===== src/rtl/dt_pkg.sv =====
// Shared constants, FSM state type and pixel-geometry helper for the distance-map repacker.
// Optional build macro used by this slice: DT_REPACK_MAXDIST_EN.
package dt_pkg;
  localparam int IMG_W   = 128;
  localparam int PIX_AW  = 14;
  localparam int WORD_AW = 10;
  localparam int WORD_W  = 16;
  localparam int DIST_W  = 8;
  localparam int OBJ_W   = 15;
  localparam int COORD_W = 7;

  localparam logic [PIX_AW-1:0]  LAST_PIX = PIX_AW'(IMG_W * IMG_W - 1);
  localparam logic [OBJ_W-1:0]   OBJ_MAX  = OBJ_W'(IMG_W * IMG_W);
  localparam logic [COORD_W-1:0] EDGE_HI  = COORD_W'(IMG_W - 1);

  typedef enum logic [1:0] {
    ST_IDLE,
    ST_RUN,
    ST_FLUSH,
    ST_DONE
  } dt_repack_state_t;

  function automatic logic is_border(input logic [PIX_AW-1:0] a);
    logic [COORD_W-1:0] row;
    logic [COORD_W-1:0] col;
    row = a[PIX_AW-1:COORD_W];
    col = a[COORD_W-1:0];
    return (row == '0) || (row == EDGE_HI) || (col == '0) || (col == EDGE_HI);
  endfunction
endpackage


===== src/rtl/dt_repack_if.sv =====
// Control, result-RAM read and bitmap write signals of the repacker.
// The max_dist signal exists only when DT_REPACK_MAXDIST_EN is defined.
interface dt_repack_if;
  import dt_pkg::*;

  logic                start;
  logic                busy;
  logic                done;
  logic                res_rd;
  logic [PIX_AW-1:0]   res_addr;
  logic [DIST_W-1:0]   res_di;
  logic                bmp_wr;
  logic [WORD_AW-1:0]  bmp_addr;
  logic [WORD_W-1:0]   bmp_do;
  logic                border_err;
  logic [OBJ_W-1:0]    obj_cnt;
`ifdef DT_REPACK_MAXDIST_EN
  logic [DIST_W-1:0]   max_dist;
`endif

  modport master (
    output start, res_di,
`ifdef DT_REPACK_MAXDIST_EN
    input  max_dist,
`endif
    input  busy, done, res_rd, res_addr, bmp_wr, bmp_addr, bmp_do, border_err, obj_cnt
  );

  modport slave (
    input  start, res_di,
`ifdef DT_REPACK_MAXDIST_EN
    output max_dist,
`endif
    output busy, done, res_rd, res_addr, bmp_wr, bmp_addr, bmp_do, border_err, obj_cnt
  );
endinterface


===== src/rtl/dt_pack16.sv =====
// 16-bit MSB-first shift packer: every 16th valid bit emits the completed word with a one-cycle strobe.
// The output word is held between strobes.
module dt_pack16
  import dt_pkg::*;
(
  input  logic              clk,
  input  logic              reset,
  input  logic              clr_i,
  input  logic              bit_i,
  input  logic              valid_i,
  output logic [WORD_W-1:0] word_o,
  output logic              word_vld_o
);

  logic [WORD_W-1:0] sr_q;
  logic [WORD_W-1:0] sr_d;
  logic [3:0]        cnt_q;
  logic [WORD_W-1:0] word_q;
  logic              word_vld_q;

  assign sr_d = {sr_q[WORD_W-2:0], bit_i};

  always_ff @(posedge clk or posedge reset) begin
    if (reset) begin
      sr_q       <= '0;
      cnt_q      <= '0;
      word_q     <= '0;
      word_vld_q <= 1'b0;
    end else begin
      word_vld_q <= 1'b0;
      if (clr_i) begin
        sr_q  <= '0;
        cnt_q <= '0;
      end else if (valid_i) begin
        sr_q  <= sr_d;
        cnt_q <= cnt_q + 1'b1;
        if (cnt_q == 4'hF) begin
          word_q     <= sr_d;
          word_vld_q <= 1'b1;
        end
      end
    end
  end

  assign word_o     = word_q;
  assign word_vld_o = word_vld_q;

endmodule


===== src/rtl/dt_repack.sv =====
// Scans the 128x128 distance map and repacks it as a 1-bpp bitmap, counting object pixels and border hits.
// Define DT_REPACK_MAXDIST_EN to also track the maximum sampled distance.
module dt_repack
  import dt_pkg::*;
#(
  parameter int unsigned THRESH = 0
)
(
  input  logic       clk,
  input  logic       reset,
  dt_repack_if.slave dt_if
);

  localparam logic [DIST_W-1:0] THR = DIST_W'(THRESH);

  dt_repack_state_t   state_q;
  logic [PIX_AW-1:0]  addr_q;
  logic [PIX_AW-1:0]  paddr_q;
  logic               rd_q;
  logic               vld_q;
  logic               busy_q;
  logic               done_q;
  logic [WORD_AW-1:0] bmp_addr_q;
  logic               border_q;
  logic [OBJ_W-1:0]   obj_q;
  logic [OBJ_W-1:0]   obj_d;
  logic               start_acc;
  logic               smp_bit;
  logic               word_vld;
  logic [WORD_W-1:0]  word;

  assign start_acc = (state_q == ST_IDLE) && dt_if.start;
  assign smp_bit   = vld_q && (dt_if.res_di > THR);
  assign obj_d     = (smp_bit && (obj_q != OBJ_MAX)) ? obj_q + 1'b1 : obj_q;

  always_ff @(posedge clk or posedge reset) begin
    if (reset) begin
      state_q <= ST_IDLE;
      addr_q  <= '0;
      rd_q    <= 1'b0;
      busy_q  <= 1'b0;
      done_q  <= 1'b0;
    end else begin
      case (state_q)
        ST_IDLE: begin
          if (dt_if.start) begin
            state_q <= ST_RUN;
            addr_q  <= '0;
            rd_q    <= 1'b1;
            busy_q  <= 1'b1;
          end
        end
        ST_RUN: begin
          addr_q <= addr_q + 1'b1;
          if (addr_q == LAST_PIX) begin
            rd_q    <= 1'b0;
            state_q <= ST_FLUSH;
          end
        end
        // Wait for the packer to emit the final word before signalling done.
        ST_FLUSH: begin
          if (word_vld) begin
            busy_q  <= 1'b0;
            done_q  <= 1'b1;
            state_q <= ST_DONE;
          end
        end
        ST_DONE: begin
          done_q  <= 1'b0;
          state_q <= ST_IDLE;
        end
        default: state_q <= ST_IDLE;
      endcase
    end
  end

  // Read data lags the address by one cycle; vld_q/paddr_q tag each sample.
  always_ff @(posedge clk or posedge reset) begin
    if (reset) begin
      vld_q      <= 1'b0;
      paddr_q    <= '0;
      bmp_addr_q <= '0;
      border_q   <= 1'b0;
      obj_q      <= '0;
    end else begin
      vld_q   <= rd_q;
      paddr_q <= addr_q;
      if (start_acc) begin
        border_q <= 1'b0;
        obj_q    <= '0;
      end else if (vld_q) begin
        obj_q <= obj_d;
        if (smp_bit && is_border(paddr_q)) border_q <= 1'b1;
        if (paddr_q[3:0] == 4'hF) bmp_addr_q <= paddr_q[PIX_AW-1:4];
      end
    end
  end

`ifdef DT_REPACK_MAXDIST_EN
  logic [DIST_W-1:0] max_q;

  always_ff @(posedge clk or posedge reset) begin
    if (reset) begin
      max_q <= '0;
    end else if (start_acc) begin
      max_q <= '0;
    end else if (vld_q && (dt_if.res_di > max_q)) begin
      max_q <= dt_if.res_di;
    end
  end

  assign dt_if.max_dist = max_q;
`endif

  dt_pack16 u_pack (
    .clk        (clk),
    .reset      (reset),
    .clr_i      (start_acc),
    .bit_i      (smp_bit),
    .valid_i    (vld_q),
    .word_o     (word),
    .word_vld_o (word_vld)
  );

  assign dt_if.busy       = busy_q;
  assign dt_if.done       = done_q;
  assign dt_if.res_rd     = rd_q;
  assign dt_if.res_addr   = addr_q;
  assign dt_if.bmp_wr     = word_vld;
  assign dt_if.bmp_addr   = bmp_addr_q;
  assign dt_if.bmp_do     = word;
  assign dt_if.border_err = border_q;
  assign dt_if.obj_cnt    = obj_q;

endmodule


===== src/flat_wrapper.sv =====
// flat-port wrapper written by rule: the top's interface ports become plain ports
module dt_repack_flat import dt_pkg::*;
#(
  parameter int unsigned THRESH = 0
)
  (clk, reset, dt_if_start, dt_if_res_di, dt_if_busy, dt_if_done, dt_if_res_rd, dt_if_res_addr, dt_if_bmp_wr, dt_if_bmp_addr, dt_if_bmp_do, dt_if_border_err, dt_if_obj_cnt);
  dt_repack_if dt_if_i ();
  input  logic clk;
  input  logic reset;
  input wire logic [$bits(dt_if_i.start)-1:0] dt_if_start;
  input wire logic [$bits(dt_if_i.res_di)-1:0] dt_if_res_di;
  output wire logic [$bits(dt_if_i.busy)-1:0] dt_if_busy;
  output wire logic [$bits(dt_if_i.done)-1:0] dt_if_done;
  output wire logic [$bits(dt_if_i.res_rd)-1:0] dt_if_res_rd;
  output wire logic [$bits(dt_if_i.res_addr)-1:0] dt_if_res_addr;
  output wire logic [$bits(dt_if_i.bmp_wr)-1:0] dt_if_bmp_wr;
  output wire logic [$bits(dt_if_i.bmp_addr)-1:0] dt_if_bmp_addr;
  output wire logic [$bits(dt_if_i.bmp_do)-1:0] dt_if_bmp_do;
  output wire logic [$bits(dt_if_i.border_err)-1:0] dt_if_border_err;
  output wire logic [$bits(dt_if_i.obj_cnt)-1:0] dt_if_obj_cnt;
  assign dt_if_i.start = dt_if_start;
  assign dt_if_i.res_di = dt_if_res_di;
  assign dt_if_busy = dt_if_i.busy;
  assign dt_if_done = dt_if_i.done;
  assign dt_if_res_rd = dt_if_i.res_rd;
  assign dt_if_res_addr = dt_if_i.res_addr;
  assign dt_if_bmp_wr = dt_if_i.bmp_wr;
  assign dt_if_bmp_addr = dt_if_i.bmp_addr;
  assign dt_if_bmp_do = dt_if_i.bmp_do;
  assign dt_if_border_err = dt_if_i.border_err;
  assign dt_if_obj_cnt = dt_if_i.obj_cnt;
  dt_repack #(.THRESH(THRESH)) u_core (.clk(clk), .reset(reset), .dt_if(dt_if_i));
endmodule

===== config.mk =====
export PLATFORM = sky130hd
export DESIGN_NAME = dt_repack_flat
export DESIGN_NICKNAME = d
export VERILOG_FILES = /design/src/rtl/dt_pkg.sv /design/src/rtl/dt_repack_if.sv /design/src/rtl/dt_pack16.sv /design/src/rtl/dt_repack.sv /design/src/flat_wrapper.sv
export SDC_FILE = /design/constraint.sdc
export NUM_CORES = 1
export LEC_CHECK = 0
export CAP_MARGIN = 0
export CORE_AREA = 2 2 91 93
export CTS_BUF_LIST = sky130_fd_sc_hd__clkbuf_2
export CTS_CLUSTER_SIZE = 16
export DETAILED_ROUTE_END_ITERATION = 8
export DIE_AREA = 0 0 93 95
export PLACE_DENSITY_LB_ADDON = 0.1
export SYNTH_ARGS = -nofsm -noshare
export SYNTH_HDL_FRONTEND = slang
export SYNTH_SLANG_ARGS = --single-unit

===== constraint.sdc =====
create_clock -name clk -period 5.2 [get_ports clk]
set_input_delay 0.52 -clock clk [delete_from_list [all_inputs] [get_ports clk]]
set_output_delay 0.52 -clock clk [all_outputs]
set_load 0.01 [all_outputs]

==> results by group, run 1 <==
Setup path
  • Crit. path cell count: 3
  • Reg-to-reg critical path startpoint: u_core.vld_q
  • Worst Path Max Fanout: 24
  • Buf/Inv on CP: 0
  • Reg2reg path depth: 3
  • Element type at the critical path end: flop
  • Worst path cell trace: nand4_1, nor2_2, mux2_2
  • Required time of the critical path: 5.68 ns
  • Worst path max stage delay: 1.10 ns
  • Startpoint Class: flop
  • Launching element of the worst setup path: u_core.vld_q
  • Critical path's slowest cell: sky130_fd_sc_hd__dfrtp_1
  • Worst setup path category: reg -> reg
  • Arrival time at the worst endpoint: 2.92 ns
  • Cell family with most CP delay: flip-flops

Logic synthesis
  • Number of cells produced by synthesis: 352
  • Prevailing post-synth register cell: sky130_fd_sc_hd__dfrtp_1
  • Warning count from the yosys run: 0
  • Top cells by area, synth: sky130_fd_sc_hd__dfrtp_1, sky130_fd_sc_hd__mux2_2, sky130_fd_sc_hd__mux2i_1
  • Synth Register Bits: 96
  • Biggest area consumer among synthesized cells: sky130_fd_sc_hd__dfrtp_1
  • Fraction of post-synthesis cell area in the top cell type by area: 57.6%
  • Sequential element share of the synthesized area: 57.6%
  • Number of flops mapped to enable cells by yosys: 0
  • Asr flop ratio synth: 100%
  • Total nets after synthesis: 371
  • Synth Area per Inst: 11.8 sq um
  • Netlist area before placement: 0.00417 sq mm
  • Distinct cell type count after synthesis: 45

Timing
  • Normalized max-slew margin: 29.5%
  • Setup skew after layout: 0.0380 ns
  • Pin slew with the least headroom to its limit: 1.06 ns
  • # setup viols final: 0
  • Setup_tns: 0 ns
  • Slew Viols, Final: 0
  • Fin. Hold Viols: 0
  • Max Clk Rate: 410 MHz
  • Setup repair after global routing missed its margin: no
  • Period utilisation layout: 47.0%
  • Minimum clock period after layout: 2.44 ns

Die
  • Area of the die: 0.00884 sq mm
  • # IOs: 71
  • Placeable core region: 0.00793 sq mm
  • Initial Util: 52.6%
  • Die Wd: 93 um
  • Cell row count: 33
  • Die Height: 95 um

Finish
  • Footprint of the flip-flops and latches: 0.00240 sq mm
  • Layout net count: 443
  • Number of fill cells in the layout: 658
  • Synth-to-Final Area Change: 21.7%
  • Inserted Diodes: 0
  • Multi-input gate area in the final layout: 0.00167 sq mm
  • Layout Cells excl Fill: 534
  • Share of layout cells above drive strength 1: 12.6%
  • Fraction of the core area covered by cells at the end of the flow: 64.0%

Routing
  • Routed via count divided by cell count: 5.52
  • DR DRC count: 0
  • Final ANT Viol Nets: 0
  • WL per Instance: 15.1 um
  • Overall via count from detail_route: 2946
  • Final wirelength: 8080 um
  • Drt first-iter violations: 177
  • 1st-pass router iterations: 4

CTS
  • Quantity of hold-fixing buffers added after cts: 0
  • Maximum level of the CTS H-tree: 3
  • Buffer levels on the longest clock path: 2
  • Sink count of the clock tree: 96
  • CTS clock-pin slew for the worst setup and hold paths: 0.27 ns
  • Post-CTS Setup Inserts: 0
  • CTS root buf: sky130_fd_sc_hd__clkbuf_2
  • Post-cts sizing count: 0
  • Clock tree from TritonCTS: done
  • TritonCTS Buffers: 9
  • Clock network latency to the later pin of the worst-skew pair: 0.56 ns

Power and ir drop
  • Maximum resistive drop on vdd: 0.125 mV
  • Combinational share of power: 2.4%
  • Switching fraction of total power: 25.1%
  • Overall power consumption: 1.10 mW
  • P_leak: 2.07 nW
  • Reported net switching power: 276 uW
  • Cell Int Power: 826 uW
  • Power density over the cells: 217 mW/mm^2
  • Seq pwr share: 68.0%
  • Share of total power in the clock network: 29.7%

Min path
  • Path category of the worst min-delay check: in -> async

Placement
  • DP Wirelength: 5710 um
  • Cell Count Post-Placement: 518
  • Placer congestion estimate: 0.808
  • Input/output buffers: 70

Job
  • Maximum capacitance violations: 0

Global route
  • Vias in the first global route: 2885
  • Number of antenna violations at the first check in global routing: 0
  • Final global-route overflow total: 0
  • First-pass GRT wire length: 13400 um
  • Maximum number of pins on one net before global-route repair: 52
  • GR Util All Layers: 19.6%

Outcome
  • Run status: finished clean
-- stage by stage --
step	area [sq um]	worst slack [ns]	hold slack [ns]
2_1_floorplan	4170	2.17	0.448
3_3_place_gp	4970	2.54	0.431
3_5_place_dp	4970	2.50	0.439
4_1_cts	5070	2.69	0.360
5_1_grt	5070	2.47	0.366
6_report	5070	2.76	0.356
-- metal layers --
metal  GRT usage, %  part of all wire (%)  vias to the layer above
met1           26.1                    46                     1444
met4           8.46                   1.4                        0
li1               -                     -                     1425
met3           3.43                   3.6                       11
met2           31.8                    49                       66
met5              0                     0                        -
-- power by group through the flow --
stage                     logic (mW)  registers, mW  clock network (mW)
after global routing          0.0299          0.750               0.368
after global placement        0.0269          0.761                   0
final                         0.0259          0.749               0.327
after detailed placement      0.0273          0.761                   0
after floorplan               0.0129          0.762                   0
after CTS                     0.0274          0.750               0.339
-- registers in the layout (all words and copies together), names as in the netlist, 2 cells and up --
signal / count
u_core.u_pack.word_o: 16
u_core.dt_if.obj_cnt: 15
u_core.u_pack.sr_q: 15
u_core.dt_if.res_addr: 14
u_core.paddr_q: 14
u_core.dt_if.bmp_addr: 10
u_core.u_pack.cnt_q: 4
u_core.state_q: 2
-- area by class of cell --
type	instances	share of cell area (%)
flip-flops and latches	96	47.3
clock buffers	9	0.888
multi-input cells	232	32.9
repair buffers	72	14.1
clock inverters	7	1.16
inverters	13	0.986
well taps	105	2.59
-- cell usage in the layout (no fill, tap or decap), types with 5 or more instances in the layout --
cell type,Yosys,final
sky130_fd_sc_hd__xnor2_1,9,9
sky130_fd_sc_hd__inv_1,13,12
sky130_fd_sc_hd__nand2_1,17,17
sky130_fd_sc_hd__ha_1,8,8
sky130_fd_sc_hd__a211oi_1,5,5
sky130_fd_sc_hd__dfrtp_1,96,96
sky130_fd_sc_hd__nand3_1,12,12
sky130_fd_sc_hd__nand4_1,10,10
sky130_fd_sc_hd__nor2_1,40,40
sky130_fd_sc_hd__mux2i_1,19,19
sky130_fd_sc_hd__mux2_2,27,27
sky130_fd_sc_hd__a21oi_1,12,12
sky130_fd_sc_hd__clkdlybuf4s50_1,0,70
sky130_fd_sc_hd__clkbuf_2,0,9
sky130_fd_sc_hd__o21ai_0,13,13
-- path summary, 6_finish.rpt --
check	endpoint	slack [ns]
hold / removal	u_core.state_q[1]	0.36
hold reg to reg	u_core.paddr_q[8]	0.50
setup / recovery	u_core.u_pack.word_o[5]	2.76
max in group asynchronous	u_core.vld_q	3.73
setup reg to reg	u_core.u_pack.word_o[5]	2.76
min in group clk	u_core.paddr_q[8]	0.50
-- Yosys cell counts, drive strengths merged (4+ instances only) --
| master | instances |
|---|---|
| a211oi | 5 |
| xor2 | 4 |
| buf | 8 |
| xnor2 | 9 |
| nor4b | 4 |
| nand3 | 12 |
| mux2 | 27 |
| inv | 13 |
| a21oi | 13 |
| nor2 | 41 |
| dfrtp | 96 |
| o21ai | 13 |
| nor4 | 6 |
| nand4 | 10 |
| a41o | 4 |
| nand2 | 17 |
| ha | 8 |
| or3 | 4 |
| mux2i | 19 |
-- cells by family (layout without fill, tap and decap cells) --
kind of cell	Yosys count	after routing	share of synthesized area (%)
fa+ha+maj	8	8	2.40
xor+xnor	13	13	2.73
simple gates	111	111	14.1
flops	96	96	57.6
mux	46	46	11.9
buf+inv	24	101	2.31
compound gates	54	54	8.97
No activity file was read; power rests on OpenSTA's default activity.
==> inputs of run 2 (changes only) <==
--- a/config.mk
+++ b/config.mk
@@ -6,11 +6,11 @@
 export NUM_CORES = 1
 export LEC_CHECK = 0
 export CAP_MARGIN = 0
-export CORE_AREA = 2 2 91 93
+export CORE_AREA = 2 2 96 98
 export CTS_BUF_LIST = sky130_fd_sc_hd__clkbuf_2
 export CTS_CLUSTER_SIZE = 16
 export DETAILED_ROUTE_END_ITERATION = 8
-export DIE_AREA = 0 0 93 95
+export DIE_AREA = 0 0 98 100
 export PLACE_DENSITY_LB_ADDON = 0.1
 export SYNTH_ARGS = -nofsm -noshare
 export SYNTH_HDL_FRONTEND = slang
==> constraint.sdc (replaced) <==
create_clock -name clk -period 2.2 [get_ports clk]
set_input_delay 0.22 -clock clk [delete_from_list [all_inputs] [get_ports clk]]
set_output_delay 0.22 -clock clk [all_outputs]
set_load 0.01 [all_outputs]
==> results by group, run 2 (synthesis gave the netlist of run 1 again) <==
Timing
  • Setup_tns: 0 ns (unchanged)
  • Setup skew after layout: 0.0375 ns (-0.000485 ns)
  • Final WS setup: 0.196 ns (-2.56 ns)
  • Fin. Hold Viols: 0 (unchanged)
  • Pin slew with the least headroom to its limit: 0.535 ns (-0.522 ns)
  • Slew Viols, Final: 0 (unchanged)
  • Normalized max-slew margin: 64.1% (+35 points)
  • Setup repair after global routing missed its margin: no
  • Minimum clock period after layout: 2.00 ns (-0.438 ns)
  • Min Hold Slack: 0.102 ns (-0.254 ns)
  • # setup viols final: 0 (unchanged)
  • Period utilisation layout: 91.1% (+44 points)
  • Max Clk Rate: 499 MHz (+22%)

Global route
  • Final global-route overflow total: 0 (unchanged)
  • Maximum number of pins on one net before global-route repair: 97 (+87%)
  • First-pass GRT wire length: 14400 um (+7.2%)
  • Number of antenna violations at the first check in global routing: 0 (unchanged)
  • GR Util All Layers: 18.2% (-1.4 points)
  • Vias in the first global route: 2960 (+2.6%)

Finish
  • Layout net count: 458 (+3.4%)
  • Inserted Diodes: 0 (unchanged)
  • Fraction of the core area covered by cells at the end of the flow: 58.9% (-5.1 points)
  • Leading cell type in the layout, fill and taps excluded: sky130_fd_sc_hd__dfrtp_1
  • Number of flip-flops under the largest register name: 16 (unchanged)
  • Synth-to-Final Area Change: 25.7%
  • Share of layout cells above drive strength 1: 15.8% (+3.2 points)
  • Leading cell types in the layout, fill and taps excluded: sky130_fd_sc_hd__dfrtp_1, sky130_fd_sc_hd__clkdlybuf4s50_1, sky130_fd_sc_hd__nor2_1, sky130_fd_sc_hd__mux2_2, sky130_fd_sc_hd__mux2i_1
  • Number of fill cells in the layout: 756 (+15%)

Setup path
  • Worst path max stage delay: 0.50 ns (-0.60 ns)
  • Cell family with most CP delay: simple AND/OR/NAND/NOR gates
  • Element type at the critical path end: flop
  • Worst Path Max Fanout: 6 (-75%)
  • Worst path cell trace: inv_1, ha_1, mux2i_1, or2_1, or4_1, a21oi_1
  • Arrival time at the worst endpoint: 2.48 ns (-0.44 ns)
  • Startpoint Class: flop
  • Required time of the critical path: 2.68 ns (-3.00 ns)
  • Worst setup path category: reg -> reg
  • Critical path's slowest cell: sky130_fd_sc_hd__or4_1
  • Buf/Inv on CP: 1 (+1)

Die
  • Area of the die: 0.00980 sq mm (+11%)
  • Initial Util: 46.9% (-5.7 points)
  • Placeable core region: 0.00889 sq mm (+12%)
  • Die Wd: 98 um (+5.4%)
  • Cell row count: 35 (+6.1%)
  • Die Height: 100 um (+5.3%)
  • # IOs: 71 (unchanged)

Routing
  • Topmost layer with routed signal wires: met4
  • DR DRC count: 0 (unchanged)
  • WL per Instance: 15.2 um (+0.40%)
  • Overall via count from detail_route: 3022 (+2.6%)
  • Routed wire length on met2: 4050 um (+1.7%)
  • Routed via count divided by cell count: 5.45 (-1.3%)
  • Drt first-iter violations: 88 (-50%)
  • Final ANT Viol Nets: 0 (unchanged)
  • Met1 wire length: 3950 um (+6.8%)
  • 1st-pass router iterations: 4 (unchanged)
  • Final wirelength: 8430 um (+4.3%)
  • Met3 wire length: 304 um (+5.6%)

Min path
  • Path category of the worst min-delay check: in -> async

Power and ir drop
  • Overall power consumption: 2.75 mW (+150%)
  • Seq pwr share: 64.4% (-3.6 points)
  • Reported net switching power: 671 uW (+140%)
  • Power density over the cells: 525 mW/mm^2 (+140%)
  • P_leak: 2.16 nW (+4.4%)
  • Maximum resistive drop on vdd: 0.318 mV (+160%)
  • Cell Int Power: 2.08 mW (+150%)
  • Combinational share of power: 2.4% (about the same)
  • Share of total power in the clock network: 33.2% (+3.5 points)
  • Switching fraction of total power: 24.4% (-0.68 points)

CTS
  • Quantity of hold-fixing buffers added after cts: 0 (unchanged)
  • Buffer levels on the longest clock path: 2 (unchanged)
  • CTS root buf: sky130_fd_sc_hd__clkbuf_2
  • Clock network latency to the later pin of the worst-skew pair: 0.55 ns (about the same)
  • TritonCTS Buffers: 9 (unchanged)
  • Sink count of the clock tree: 96 (unchanged)
  • Post-cts sizing count: 0 (unchanged)
  • Maximum level of the CTS H-tree: 3 (unchanged)
  • Clock tree from TritonCTS: done
  • CTS clock-pin slew for the worst setup and hold paths: 0.30 ns (+0.03 ns)
  • Post-CTS Setup Inserts: 0 (unchanged)

Job
  • Maximum capacitance violations: 0 (unchanged)

Outcome
  • Run status: finished clean

Placement
  • DP Wirelength: 5930 um (+3.8%)
  • Setup slack at placement: 0.243 ns (-2.25 ns)
  • Placer congestion estimate: 0.843 (+4.4%)
  • Input/output buffers: 70 (unchanged)
[run 2: through the flow]
| step | instance area, sq um | instances |
|---|---|---|
| global placement | 5100 | 539 |
| global route | 5240 | 555 |
| floorplan | 4170 | 352 |
| finish | 5240 | 555 |
| detailed placement | 5100 | 539 |
| CTS | 5240 | 555 |
[run 2: per-layer routing]
| layer | GRT usage, % | vias to the layer above |
|---|---|---|
| li1 | - | 1449 |
| met1 | 25.2 | 1500 |
| met2 | 29.0 | 62 |
| met3 | 3.06 | 11 |
| met4 | 6.84 | 0 |
| met5 | 0 | - |
[run 2: worst register-to-register path, delay by kind of cell (launching register included)]
kind                     cells  cell delay [ns]
AO/OA/AOI/OAI                1             0.16
adder cells (fa/ha/maj)      1             0.27
buffers and inverters        1             0.09
flip-flops                   1             0.48
multiplexers                 1             0.16
AND/OR/NAND/NOR              2             0.79
[run 2: layout make-up]
cell class                 count  area, sq um  area share (%)
clock buffer                   9         45.0           0.860
clock inverter                 7         88.8            1.70
inverter                      13         52.6            1.00
multi-input combinational    232         1670            31.9
sequential                    96         2400            45.9
tap                          111          139            2.65
timing repair buffer          87          841            16.0
[run 2: final timing paths]
kind                                startpoint                        end  slack, ns  cells after the start
max                          u_core.state_q[0]  u_core.dt_if.res_addr[12]       0.20                      6
min                                      reset      u_core.u_pack.sr_q[2]       0.10                      3
max reg2reg                  u_core.state_q[0]  u_core.dt_if.res_addr[12]       0.20                      6
min reg2reg                u_core.dt_if.res_rd               u_core.vld_q       0.48                      0
max in group asynchronous                reset   u_core.dt_if.obj_cnt[13]       1.68                      3
min in group clk           u_core.dt_if.res_rd               u_core.vld_q       0.48                      0
[run 2: power by group through the flow]
stage | clock network (mW) | logic [mW] | registers (mW)
2_1_floorplan | 0 | 0.0309 | 1.80
3_3_place_gp | 0 | 0.0695 | 1.80
3_5_place_dp | 0 | 0.0700 | 1.80
4_1_cts | 0.951 | 0.0702 | 1.77
5_1_grt | 1.02 | 0.0770 | 1.77
6_report | 0.913 | 0.0671 | 1.77
==> RTL change 1, RTL diff (settings of run 2) <==
The package constant `DIST_W` goes from 8 to 7.
--- a/src/rtl/dt_pkg.sv
+++ b/src/rtl/dt_pkg.sv
@@ -5,7 +5,7 @@
   localparam int PIX_AW  = 14;
   localparam int WORD_AW = 10;
   localparam int WORD_W  = 16;
-  localparam int DIST_W  = 8;
+  localparam int DIST_W  = 7;
   localparam int OBJ_W   = 15;
   localparam int COORD_W = 7;
 
Interface: changed (resized dt_if_res_di); port bits go from 71 to 70. The function was not compared with the original's and may differ.
==> RTL change 1 against run 2 <==
- final cell count is 0.54% higher
- clock skew is 0.0034 ns lower
- routed wire length is 3.1% higher
- cell area is 0.24% lower
- first-iteration DRC count is 110% higher
- sequential cell count stayed put
- area after synthesis is 1.1% higher
- hold slack worse by 0.078 ns
- setup slack better by 0.045 ns
- critical endpoint is now u_core.dt_if.bmp_addr[5]
- largest cell class unchanged
Power is not compared: it rests on default switching activity, and its combinational part moved more than twofold at a synthesized area within 25%.
==> RTL change 1: results (changes against run 2) <==
Status
  • Outcome: finished clean (unchanged)

Global route
  • Largest net degree at the start of global routing: 42 (was 97)
  • First-pass GRT wire length: 15070 um (was 14410 um)

Place
  • I/O Buffers: 69 (was 70)
  • Cells after DPL: 542 (was 539)
  • Placed instance area: 5120 um^2 (was 5105 um^2)
  • Worst slack at placement: 0.1263 ns (was 0.2427 ns)
  • GPL Wtd Cong: 0.7712 (was 0.8433)

Cells and area
  • Fill cell count: 785 (was 756)
  • Fraction of area in non-clock buffers: 15.85% (was 16.05%)
  • Nets: 460 (was 458)
  • Multi-input combinational area share: 32.85% (was 31.88%)
  • Post-Layout Cell Count: 558 (was 555)
  • Area delta synth->final: 23.98% (was 25.66%)
  • Clk tree area frac: 1.748% (was 2.556%)

Yosys
  • Post-synthesis sequential area ratio: 56.99% (was 57.62%)
  • Synth top area cells: dfrtp_1 57%, mux2_2 6.9%, mux2i_1 5.2% (was dfrtp_1 58%, mux2_2 7.3%, mux2i_1 4.6%)
  • Commonest cells post-synth: 96 x dfrtp_1, 37 x nor2_1, 26 x mux2_2 (was 96 x dfrtp_1, 40 x nor2_1, 27 x mux2_2)
  • Syn_nets: 379 (was 371)
  • Multiplexer share of the synthesized area: 12.17% (was 11.85%)
  • Adder-cell share of the synthesized area: 2.375% (was 2.401%)
  • Compound-Gate Fraction of Synth Area: 8.934% (was 8.974%)

Detailed routing
  • Total wire length: 8693 um (was 8429 um)

Critical path
  • Crit Path Max Fanout: 10 (was 6)
  • Crit-path max cell delay: 0.45 ns (was 0.50 ns)

Timing
  • Final worst path period share: 89.05% (was 91.08%)
  • Normalized max-slew margin: 58.98% (was 64.06%)
  • Worst-case hold slack: 0.02447 ns (was 0.1022 ns)
-- RTL change 1: cell count changes after synthesis, moves of 3 or more --
cell / before / now
nor3_1: 3 / 6
a211oi_1: 5 / 2
o31ai_1: 2 / 6
nand3_1: 12 / 8
mux2i_1: 19 / 22
nor2_1: 40 / 37
buf_1: 3 / 0
clkbuf_1: 3 / 8
a21oi_1: 12 / 17
nor2b_1: 0 / 3
or4_1: 3 / 7
-- RTL change 1: power by group through the flow --
stage	combinational, mW	clock [mW]	sequential (mW)
floorplan	0.271	0	2.00
global placement	0.513	0	2.00
detailed placement	0.529	0	2.00
CTS	0.530	0.774	1.97
global route	0.588	0.847	2.00
finish	0.524	0.750	1.98
-- RTL change 1: metal layers --
metal	vias to the layer above	part of all wire, %	global-route usage [%]
li1	1482	-	-
met1	1548	48	27.97
met2	70	47	28.61
met3	8	3.8	4.109
met4	0	1.1	6.517
met5	-	0	0
==> RTL change 2, RTL diff (config.mk and constraints of run 2) <==
Made on the original files. Encoding of `dt_repack_state_t`: now one-hot (4 bits for 4 states).
--- a/src/rtl/dt_pkg.sv
+++ b/src/rtl/dt_pkg.sv
@@ -13,11 +13,11 @@
   localparam logic [OBJ_W-1:0]   OBJ_MAX  = OBJ_W'(IMG_W * IMG_W);
   localparam logic [COORD_W-1:0] EDGE_HI  = COORD_W'(IMG_W - 1);
 
-  typedef enum logic [1:0] {
-    ST_IDLE,
-    ST_RUN,
-    ST_FLUSH,
-    ST_DONE
+  typedef enum logic [3:0] {
+    ST_IDLE  = 4'b0001,
+    ST_RUN   = 4'b0010,
+    ST_FLUSH = 4'b0100,
+    ST_DONE  = 4'b1000
   } dt_repack_state_t;
 
   function automatic logic is_border(input logic [PIX_AW-1:0] a);
Behaviour: no difference found for any inputs over 10 cycles, from zero or initial values and one cycle with reset high; not proved beyond that.
==> RTL change 2 against run 2 <==
- area after synthesis is 1.9% higher
- non-clock buffer count is 5 lower
- setup slack better by 0.089 ns
- count of clock-buffer cells in the layout is 3 higher
- routed wire length is 1.1% higher
- die area stayed put
- critical path type unchanged
- critical endpoint is now u_core.dt_if.res_addr[8]
- sequential cell count is 2 higher
- cell area is 0.24% higher
Power is not compared: it rests on default switching activity, and its combinational part moved more than twofold at a synthesized area within 25%.
==> RTL change 2: results (changes against run 2) <==
Clock network
  • CTS Sinks: 98 (was 96)
  • Clock transition at the registers of the reported paths: 0.23 ns (was 0.30 ns)

Cells and area
  • Clk tree area frac: 2.144% (was 2.556%)
  • # diodes: 0 (unchanged)
  • Multi-input combinational area share: 32.09% (was 31.88%)
  • Fraction of area in registers: 46.72% (was 45.86%)
  • Non-clk bufs: 82 (was 87)
  • CLK BUF: 12 (was 9)
  • Fraction of area in non-clock buffers: 15.82% (was 16.05%)
  • Post-Layout Cell Count: 554 (was 555)
  • Layout cells sized above 1: 14.90% (was 15.77%)
  • Fill cell count: 777 (was 756)
  • Number of non-clock inverters in the layout: 7 (was 13)
  • Nets: 453 (was 458)

Worst hold path
  • Hold Path Class: flop to flop (was input pin to async pin)

Timing
  • Highest Clock Rate: 522.3 MHz (was 499.1 MHz)
  • Post-Route Skew: 0.03111 ns (was 0.03751 ns)
  • Least-Margin Pin Slew: 0.5542 ns (was 0.5346 ns)

Place
  • Cells after DPL: 537 (was 539)
  • GPL Wtd Cong: 0.7966 (was 0.8433)
  • DP HPWL: 6010 um (was 5927 um)

Yosys
  • Synth top area cells: dfrtp_1 57%, mux2i_1 4.7%, mux2_2 4.5% (was dfrtp_1 58%, mux2_2 7.3%, mux2i_1 4.6%)
  • Post-synthesis sequential area ratio: 57.76% (was 57.62%)
  • Post-synth cell types: 52 (was 45)
  • Synth Area in XOR/XNOR: 1.649% (was 2.731%)
  • Multiplexer share of the synthesized area: 12.40% (was 11.85%)
  • Syn_nets: 372 (was 371)
  • Compound-Gate Fraction of Synth Area: 7.629% (was 8.974%)
  • Cells after synthesis: 357 (was 352)
  • Adder-cell share of the synthesized area: 1.178% (was 2.401%)
  • Commonest cells post-synth: 97 x dfrtp_1, 34 x nor2_1, 25 x nand2_1 (was 96 x dfrtp_1, 40 x nor2_1, 27 x mux2_2)

Detailed routing
  • Wire length per cell: 15.38 um (was 15.19 um)
  • Via count: 3035 (was 3022)
  • Initial DRC count: 106 (was 88)

Global route
  • Total GRT Usage: 18.47% (was 18.17%)
  • First-pass GRT wire length: 14500 um (was 14410 um)
  • Vias in the first global route: 2917 (was 2960)
  • Largest net degree at the start of global routing: 45 (was 97)
  • Antenna violations before repair: 0 (unchanged)

Status
  • Outcome: finished clean (unchanged)

Critical path
  • Crit Path Max Fanout: 9 (was 6)
  • Slowest CP cell: or4b_1 (was or4_1)
  • Crit-path max cell delay: 0.60 ns (was 0.50 ns)

Pwr
  • Worst IR drop on VDD: 0.3757 mV
## RTL change 2: cell types whose count changed after synthesis, moves of 4 or more
cell,change
nand2_1,+8
xnor2_1,-5
o21ai_0,+8
mux2_4,+9
a211oi_1,-4
and2_1,+4
mux2_2,-10
a41o_1,-4
nor2_1,-6
ha_1,-4
inv_1,-6
## RTL change 2: metrics by stage
stage | utilization (%) | total power [mW] | setup WS, ns | hold WS [ns] | instance area, um^2
floorplan | - | 2.960 | 0.2713 | 0.4351 | 4252
global placement | 57.69 | 3.377 | 0.2103 | 0.4215 | 5129
detailed placement | 57.69 | 3.404 | 0.1762 | 0.4246 | 5129
CTS | 59.07 | 4.261 | 0.2226 | 0.4230 | 5251
global route | 59.07 | 4.468 | 0.1798 | 0.4929 | 5251
finish | 59.07 | 4.202 | 0.2854 | 0.4686 | 5251
## RTL change 2: final timing paths
check / cells after the start / to / slack [ns] / start
min reg2reg: 0 / u_core.vld_q / 0.47 / u_core.dt_if.res_rd
min in group asynchronous: 3 / u_core.dt_if.bmp_addr[5] / 0.58 / reset
max: 4 / u_core.dt_if.res_addr[8] / 0.29 / u_core.state_q[2]
max in group asynchronous: 4 / u_core.state_q[0] / 0.99 / reset
max reg2reg: 4 / u_core.dt_if.res_addr[8] / 0.29 / u_core.state_q[2]
min: 0 / u_core.vld_q / 0.47 / u_core.dt_if.res_rd
## RTL change 2: layer usage
metal | track usage [%] | wire [um] | vias to the layer above
met1 | 27.09 | 4206 | 1500
met3 | 2.855 | 314 | 13
met5 | 0 | 0 | -
met4 | 8.013 | 161 | 0
li1 | - | - | 1454
met2 | 27.50 | 3839 | 68
## RTL change 2: repair_timing
action,CTS,global route
endpoints found under the hold margin,10,0
gates resized for setup,0,0
hold buffers,1,0
